### src/rtl/hazard_ctrl.sv
// Hazard and branch sequencer for the 5-stage core: RAW scoreboard, stall/bubble/flush and branch-wait FSM.
// Optional operand forwarding is compiled in when HAZARD_FWD_EN is defined.
module hazard_ctrl #(
   parameter int BR_LAT = 3,
   parameter int REG_W  = 5
) (
   input  logic             clk,
   input  logic             rst,
   input  logic             id_valid,
   input  logic [REG_W-1:0] id_rs,
   input  logic [REG_W-1:0] id_rt,
   input  logic             id_use_rs,
   input  logic             id_use_rt,
   input  logic             id_wr,
   input  logic [REG_W-1:0] id_rd,
   input  logic             id_is_load,
   input  logic             id_is_branch,
   output logic             stall_if,
   output logic             bubble_ex,
   output logic             flush_if_id,
   output logic [1:0]       fwd_a,
   output logic [1:0]       fwd_b,
   output logic             br_busy
);

   localparam int CNT_W = (BR_LAT > 1) ? $clog2(BR_LAT) : 1;

   typedef enum logic [1:0] {IDLE, BR_WAIT, RESUME} state_t;

   state_t           state, next_state;
   logic [CNT_W-1:0] cnt;

   // Scoreboard of in-flight destinations; only the EX slot needs the load flag.
   logic             ex_v, mem_v, wb_v;
   logic [REG_W-1:0] ex_rd, mem_rd, wb_rd;
   logic             ex_ld;

   logic use_a, use_b;
   logic hit_ex_a, hit_ex_b, hit_mem_a, hit_mem_b;
   logic hazard;
   logic [1:0] fwd_a_sel, fwd_b_sel;

   assign use_a     = id_valid & id_use_rs & (id_rs != '0);
   assign use_b     = id_valid & id_use_rt & (id_rt != '0);
   assign hit_ex_a  = ex_v  & (ex_rd  == id_rs) & use_a;
   assign hit_ex_b  = ex_v  & (ex_rd  == id_rt) & use_b;
   assign hit_mem_a = mem_v & (mem_rd == id_rs) & use_a;
   assign hit_mem_b = mem_v & (mem_rd == id_rt) & use_b;

`ifdef HAZARD_FWD_EN
   logic unused_wb;
   assign unused_wb = wb_v ^ (^wb_rd);

   // Only a load in EX cannot be forwarded yet; everything else is bypassed.
   assign hazard    = (hit_ex_a | hit_ex_b) & ex_ld;
   assign fwd_a_sel = (hit_ex_a & ~ex_ld) ? 2'd1 : (hit_mem_a ? 2'd2 : 2'd0);
   assign fwd_b_sel = (hit_ex_b & ~ex_ld) ? 2'd1 : (hit_mem_b ? 2'd2 : 2'd0);
`else
   logic hit_wb_a, hit_wb_b;
   logic unused_ld;
   assign unused_ld = ex_ld;
   assign hit_wb_a  = wb_v & (wb_rd == id_rs) & use_a;
   assign hit_wb_b  = wb_v & (wb_rd == id_rt) & use_b;
   assign hazard    = hit_ex_a | hit_ex_b | hit_mem_a | hit_mem_b | hit_wb_a | hit_wb_b;
   assign fwd_a_sel = 2'd0;
   assign fwd_b_sel = 2'd0;
`endif

   always_ff @(posedge clk) begin
      if (rst) begin
         state <= IDLE;
         cnt   <= '0;
         ex_v  <= 1'b0;
         mem_v <= 1'b0;
         wb_v  <= 1'b0;
      end else begin
         state <= next_state;
         if (state == IDLE && next_state == BR_WAIT)
            cnt <= CNT_W'(BR_LAT - 1);
         else if (state == BR_WAIT && cnt != '0)
            cnt <= cnt - 1'b1;
         ex_v  <= id_valid & id_wr & ~bubble_ex & (id_rd != '0);
         mem_v <= ex_v;
         wb_v  <= mem_v;
      end
   end

   // Register indices and load flag travel unreset; the valid bits qualify them.
   always_ff @(posedge clk) begin
      ex_rd  <= id_rd;
      ex_ld  <= id_is_load;
      mem_rd <= ex_rd;
      wb_rd  <= mem_rd;
   end

   always_comb begin
      next_state = state;
      case (state)
         IDLE:    if (id_valid & id_is_branch & ~hazard) next_state = BR_WAIT;
         BR_WAIT: if (cnt == '0) next_state = RESUME;
         RESUME:  next_state = IDLE;
         default: next_state = IDLE;
      endcase
   end

   // Hazard and forwarding only matter in IDLE; the branch states override them.
   always_comb begin
      stall_if    = 1'b0;
      bubble_ex   = 1'b0;
      flush_if_id = 1'b0;
      fwd_a       = 2'd0;
      fwd_b       = 2'd0;
      br_busy     = 1'b0;
      case (state)
         IDLE: begin
            stall_if  = hazard;
            bubble_ex = hazard;
            fwd_a     = fwd_a_sel;
            fwd_b     = fwd_b_sel;
         end
         BR_WAIT: begin
            stall_if  = 1'b1;
            bubble_ex = 1'b1;
            br_busy   = 1'b1;
         end
         RESUME: begin
            flush_if_id = 1'b1;
            bubble_ex   = 1'b1;
            br_busy     = 1'b1;
         end
         default: ;
      endcase
   end

endmodule

### config.mk
export PLATFORM = sky130hd
export DESIGN_NAME = hazard_ctrl
export DESIGN_NICKNAME = d
export VERILOG_FILES = /design/src/rtl/hazard_ctrl.sv
export SDC_FILE = /design/constraint.sdc
export NUM_CORES = 1
export LEC_CHECK = 0
export CAP_MARGIN = 20
export CORE_MARGIN = 2
export CORE_UTILIZATION = 35
export DETAILED_ROUTE_END_ITERATION = 10
export REMOVE_ABC_BUFFERS = 1
export SLEW_MARGIN = 20
export SYNTH_ARGS = -nofsm -noshare
export SYNTH_HDL_FRONTEND = slang
export SYNTH_SLANG_ARGS = --single-unit
export TNS_END_PERCENT = 50
### constraint.sdc
create_clock -name clk -period 2.51 [get_ports clk]
set_clock_uncertainty 0.15 [all_clocks]
set_input_delay 0.251 -clock clk [delete_from_list [all_inputs] [get_ports clk]]
set_output_delay 0.251 -clock clk [all_outputs]
set_load 0.05 [all_outputs]
==> summary.txt, run 1 <==
Place
  – Buffers on Ports: 25
  – Cell area after placement: 0.001526 mm2
  – HPWL after DPL: 2.038 mm
  – GP Congestion: 0.8319
  – Dpl ws: -0.1590 ns
  – Cells after DPL: 195

Die
  – Die height: 60.63 um
  – Initial Util: 36.76%
  – Die outline area: 0.003675 mm2
  – Die W: 60.63 um
  – IO Count: 31
  – Core Region: 0.003053 mm2
  – Row count: 20

GRT
  – Largest net degree at the start of global routing: 14
  – First-pass GRT wire length: 4.236 mm
  – Initial antenna violation count: 0
  – Overflow after GRT: 0
  – Number of global-route vias before repair: 939
  – GR Util All Layers: 15.60%

Critical path
  – CP startpoint kind: input port
  – R2R Setup Slk: 0.31 ns
  – R2R Path Start: ex_rd[3]
  – CP endpoint kind: primary output
  – Worst-path maximum fanout: 2
  – WS Path Type: in2out
  – CP required: 2.11 ns
  – Worst r2r dst: cnt[1]
  – Worst path arrival time: 2.07 ns
  – Reg2reg path depth: 8

STA
  – Fin crit share: 98.63%
  – Finish-stage setup viols: 0
  – Minimum clock period: 2.476 ns
  – Hold WS: 0.2448 ns
  – Setup ws final: 0.03438 ns
  – Max Fclk: 0.4039 GHz
  – Setup TNS: 0 ns
  – Pins Over Slew Limit: 0
  – RSZ-0062 raised after global routing: yes
  – Hold Fails Final Rpt: 0

Layout
  – Footprint of the multi-input gates: 659.4 um2
  – Final Instance Area: 0.001610 mm2
  – Final Util: 52.75%
  – Layout area overhead: 43.48%
  – Final net count: 186
  – Post-Layout Cell Count: 201
  – Fill cells: 299
  – Share of cells above drive strength 1: 17.20%
  – FF/Latch Area: 440.4 um2
  – Ant diodes: 0

Clocking
  – Sink Count: 22
  – Worst-Skew Late Latency: 0.30 ns
  – H-tree depth: 1
  – Clk buf depth: 2
  – Clock-pin slew on the worst setup and hold paths: 0.12 ns
  – CTS buffer count: 3
  – Root Driver: clkbuf_4
  – CTS tree: yes

Route
  – DRT iter0 DRCs: 10
  – Vias: 926
  – ANT nets after route: 0
  – Total Wirelength: 2.522 mm
  – DRC: 0
  – DR WL/cell: 12.55 um
  – Drt via density: 4.607
  – First drt pass iteration count: 3

Synthesis
  – Ys Warns: 0
  – Synthesized instance count: 114
  – Seq/Total Area, Yosys: 39.24%
  – Mapped Area: 0.001122 mm2
  – Post-synthesis register bit count: 22
  – Cell variety after synth: 29
  – Synthesized area per cell: 9.845 um2

Power and ir drop
  – Max IR drop VDD: 0.0002639 V
  – Tot Pwr: 885.2 uW
  – Cell Pwr Density: 549.7 mW/mm2
  – P_leak: 0.6579 nW

Worst hold path
  – Worst hold stages: 1
  – Hold EP: ex_rd[0]
  – Hold Path Origin: id_rd[0]
  – Hold Crit Class: in2reg

Run
  – Max-cap viol count: 0

Status
  – Status: finished clean
-- worst max-delay path, stage by stage --
cell             delay [ns]
clkdlybuf4s50_1        0.44
or4_1                  0.56
o211ai_1               0.30
o22ai_2                0.14
a21oi_2                0.17
nor2_2                 0.07
buf_12                 0.14
-- how the worst max path moves through the flow --
stage,start,to,slack (ns)
6_report,id_rs[1],bubble_ex,0.03
5_1_grt,id_rs[1],bubble_ex,-0.06
4_1_cts,id_rt[1],bubble_ex,0.03
3_5_place_dp,id_rs[2],bubble_ex,-0.16
3_3_place_gp,id_rs[2],cnt[1],-0.13
2_1_floorplan,ex_rd[3],bubble_ex,0.20
-- cell type report --
cell class	instances	share of cell area, %
clock inverter	1	1.865
inverter	6	1.399
multi-input combinational	85	40.95
tap	44	3.419
sequential	22	27.35
timing repair buffer	40	23.62
clock buffer	3	1.399
-- synth_stat cells --
master    count  area share (%)
dfxtp_1      22              39
xor2_1       16              12
xnor2_1      15              12
inv_1         6             2.0
ha_1          5             5.6
buf_4         4             2.7
nand2_1       4             1.3
nand3_1       4             1.8
nor2b_1       4             2.2
nor4_1        4             2.2
nor2_1        3             1.0
or4_1         3             2.0
a211oi_1      2             1.3
a21oi_1       2            0.89
nand4_1       2             1.1
o211a_1       2             1.8
o211ai_1      2             1.3
o21a_1        2             1.3
o21ai_0       2            0.89
a21o_1        1            0.67
a21oi_2       1            0.78
and2_1        1            0.56
conb_1        1            0.33
nor3_1        1            0.45
o2111a_1      1             1.0
o21ai_1       1            0.45
o221ai_2      1             1.3
o22ai_1       1            0.56
o311a_1       1            0.89
-- layout by cell type, fill, tap and decap left out --
master           netlist  routed
o22ai_2                0       1
dfxtp_1               22      22
o311a_1                1       1
o21ai_1                1       1
bufinv_16              0       1
or4_1                  3       3
a21oi_2                1       2
clkbuf_4               0       3
nor2_1                 3       2
dlymetal6s2s_1         0       2
inv_1                  6       6
o21ai_0                2       2
nor2b_1                4       4
buf_12                 0       2
nor4_1                 4       3
nand3_1                4       4
o221ai_2               1       1
buf_4                  4      15
and2_1                 1       1
clkdlybuf4s50_1        0      15
nand4_1                2       2
o2111a_1               1       1
o21a_1                 2       2
nor3_1                 1       1
o211ai_1               2       2
ha_1                   5       5
conb_1                 1       4
nand2_1                4       4
a21oi_1                2       1
xnor2_1               15      15
nor2_2                 0       1
o211a_1                2       2
nor4_2                 0       1
a21o_1                 1       1
a211oi_1               2       2
dlygate4sd2_1          0       6
xor2_1                16      16
-- state kept, by name, indices dropped and copies added (netlist names) --
register	cells
wb_v	1
ex_v	1
mem_v	1
mem_rd	5
wb_rd	5
cnt	2
state	2
ex_rd	5
-- power breakdown --
group	switching, mW	total (mW)	internal (mW)
Sequential	0.0177	0.387	0.370
Clock	0.107	0.269	0.161
Combinational	0.117	0.229	0.112
-- cells by family after synthesis --
kind of cell             count (synthesis)  share of synthesized area [%]
buffers and inverters                   10                          4.682
AO/OA/AOI/OAI                           19                          13.27
XOR/XNOR                                31                          24.19
other                                    1                         0.3341
AND/OR/NAND/NOR                         26                          12.71
flip-flops                              22                          39.24
adder cells (fa/ha/maj)                  5                          5.574
-- timing repair --
| action | CTS | global route |
|---|---|---|
| buffers inserted | 1 | 1 |
| resized for setup | 10 | 2 |
| hold buffers | 0 | 0 |
| pin swaps | 5 | 2 |
| endpoints found under the setup margin | 2 | 2 |
-- routing by layer --
metal  part of all wire [%]  GRT usage [%]
met1                     45          19.90
met2                     47          25.35
met3                    5.2          2.559
met4                    2.9          8.075
met5                      0              0
No activity file was read; power rests on OpenSTA's default activity.
==> run 2, diff against run 1 <==
Clock period 2.51 ns to 2.65 ns, I/O delays scaled along.
==> summary.txt, run 2 (synthesis gave the netlist of run 1 again) <==
Route
  – DR WL/cell: 12.66 um (+0.91%)
  – ANT nets after route: 0 (unchanged)
  – Total Wirelength: 2.469 mm (-2.1%)
  – DRT iter0 DRCs: 38 (+28)
  – Vias: 902 (-2.6%)
  – First drt pass iteration count: 4 (+1)
  – DRC: 0 (unchanged)
  – Drt via density: 4.626 (+0.41%)

Die
  – Die outline area: 0.003675 mm2 (unchanged)
  – Die W: 60.63 um (unchanged)
  – Row count: 20 (unchanged)
  – Initial Util: 36.76% (unchanged)
  – IO Count: 31 (unchanged)
  – Core Region: 0.003053 mm2 (unchanged)
  – Die height: 60.63 um (unchanged)

Clocking
  – Root Driver: clkbuf_4
  – Number of post-CTS setup repair buffers: 0 (-1)
  – Sink Count: 22 (unchanged)
  – Worst-Skew Late Latency: 0.31 ns (about the same)
  – Clk buf depth: 2 (unchanged)
  – CTS tree: yes
  – H-tree depth: 1 (unchanged)
  – Hold_buf cts: 0 (unchanged)
  – CTS buffer count: 3 (unchanged)
  – Clock-pin slew on the worst setup and hold paths: 0.13 ns (about the same)

Layout
  – Final Util: 51.11% (-1.6 points)
  – Share of cells above drive strength 1: 13.91% (-3.3 points)
  – Commonest non-fill, non-tap cell in the layout: dfxtp_1
  – Commonest cells after routing, fill and taps aside: dfxtp_1 (22), clkdlybuf4s50_1 (17), xor2_1 (16)
  – Fill cells: 307 (+2.7%)
  – Final net count: 180 (-3.2%)
  – Largest registers: ex_rd (5), mem_rd (5), wb_rd (5)
  – Ant diodes: 0 (unchanged)
  – Post-Layout Cell Count: 195 (-3.0%)
  – Layout area overhead: 39.02%

Critical path
  – WS Path Type: in2out
  – Crit-path slowest cell: or4_1
  – Worst-path maximum fanout: 3 (+1)
  – Delay-heaviest family, CP: simple AND/OR/NAND/NOR gates
  – CP required: 2.24 ns (+0.13 ns)
  – Crit-path cells: clkdlybuf4s50_1 -> or4_1 -> o211ai_1 -> o22ai_2 -> a21oi_2 -> nor2_2 -> buf_12
  – CP peak stage delay: 0.56 ns (about the same)
  – CP endpoint kind: primary output
  – CP startpoint kind: input port
  – Worst path arrival time: 2.14 ns (+0.07 ns)
  – Buf+Inv Stages, Crit Path: 2 (unchanged)

STA
  – Minimum clock period: 2.555 ns
  – Hold Fails Final Rpt: 0 (unchanged)
  – Max Fclk: 0.3914 GHz
  – Worst rel slew slack: 66.54%
  – Worst slew pin tran: 0.5004 ns
  – Finish-stage setup viols: 0 (unchanged)
  – RSZ-0062 raised after global routing: no
  – Pins Over Slew Limit: 0 (unchanged)
  – Fin crit share: 96.40%

Place
  – Cells after DPL: 191 (-2.1%)
  – Buffers on Ports: 25 (unchanged)
  – HPWL after DPL: 2.025 mm (-0.63%)
  – GP Congestion: 0.8641 (+3.9%)

GRT
  – Initial antenna violation count: 0 (unchanged)
  – Overflow after GRT: 0 (unchanged)
  – Number of global-route vias before repair: 914 (-2.7%)
  – Largest net degree at the start of global routing: 14 (unchanged)
  – First-pass GRT wire length: 4.029 mm (-4.9%)
  – GR Util All Layers: 14.78% (-0.82 points)

Status
  – Status: finished clean

Power and ir drop
  – Max IR drop VDD: 0.0001946 V (-26%)
  – Cell Pwr Density: 532.4 mW/mm2 (-3.2%)
  – P_leak: 0.6102 nW (-7.3%)

Worst hold path
  – Hold Crit Class: reg2reg

Run
  – Max-cap viol count: 0 (unchanged)
==> run 2: cell types whose count changed in the layout (fill, tap and decap cells not counted), sizes merged <==
cell,before,now
dlymetal6s2s,2,0
buf,17,11
clkdlybuf4s50,15,17
==> run 2: per-layer routing <==
| layer | track usage, % | share of wire, % | vias to the layer above |
|---|---|---|---|
| li1 | - | - | 458 |
| met1 | 19.32 | 47 | 411 |
| met2 | 25.19 | 47 | 29 |
| met3 | 2.132 | 5.2 | 4 |
| met4 | 4.658 | 1.2 | 0 |
| met5 | 0 | 0 | - |
==> run 2: power by group <==
group | switching [mW] | internal, mW
Sequential | 0.0167 | 0.350
Clock | 0.103 | 0.153
Combinational | 0.109 | 0.0993
Total | 0.228 | 0.602
==> run 2: layout make-up <==
cell class	count	area, um2	share of cell area, %
tap	44	55.05	3.528
inverter	6	22.52	1.443
multi-input combinational	85	659.4	42.26
clock inverter	1	30.03	1.925
sequential	22	440.4	28.23
timing repair buffer	34	330.3	21.17
clock buffer	3	22.52	1.443
==> run 2: final timing paths <==
check / from / to / slack [ns] / cells past startpoint
max: id_rs[1] / bubble_ex / 0.1 / 7
max reg2reg: ex_rd[0] / cnt[1] / 0.42 / 8
min reg2reg: mem_rd[3] / wb_rd[3] / 0.25 / 0
min: mem_rd[3] / wb_rd[3] / 0.25 / 0
==> run 2: what timing repair did <==
action                     in CTS  in global routing
setup endpoints to repair       1                  1
pin swaps                       4                  1
gates cloned                    0                  0
gates resized for setup         7                  3
==> run 2: stage by stage <==
stage	TNS, ns	hold WS (ns)	power (mW)	worst slack [ns]	area (um2)
final	0	0.2481	0.8306	0.09533	1560
after global routing	0	0.2534	0.8674	0.02285	1560
after CTS	0	0.2508	0.8339	0.02596	1548
after detailed placement	-0.04666	0.2330	0.5804	-0.02813	1496
after global placement	-0.03599	0.2322	0.5774	-0.02540	1496
after floorplan	0	0.1427	0.4887	0.3239	1104
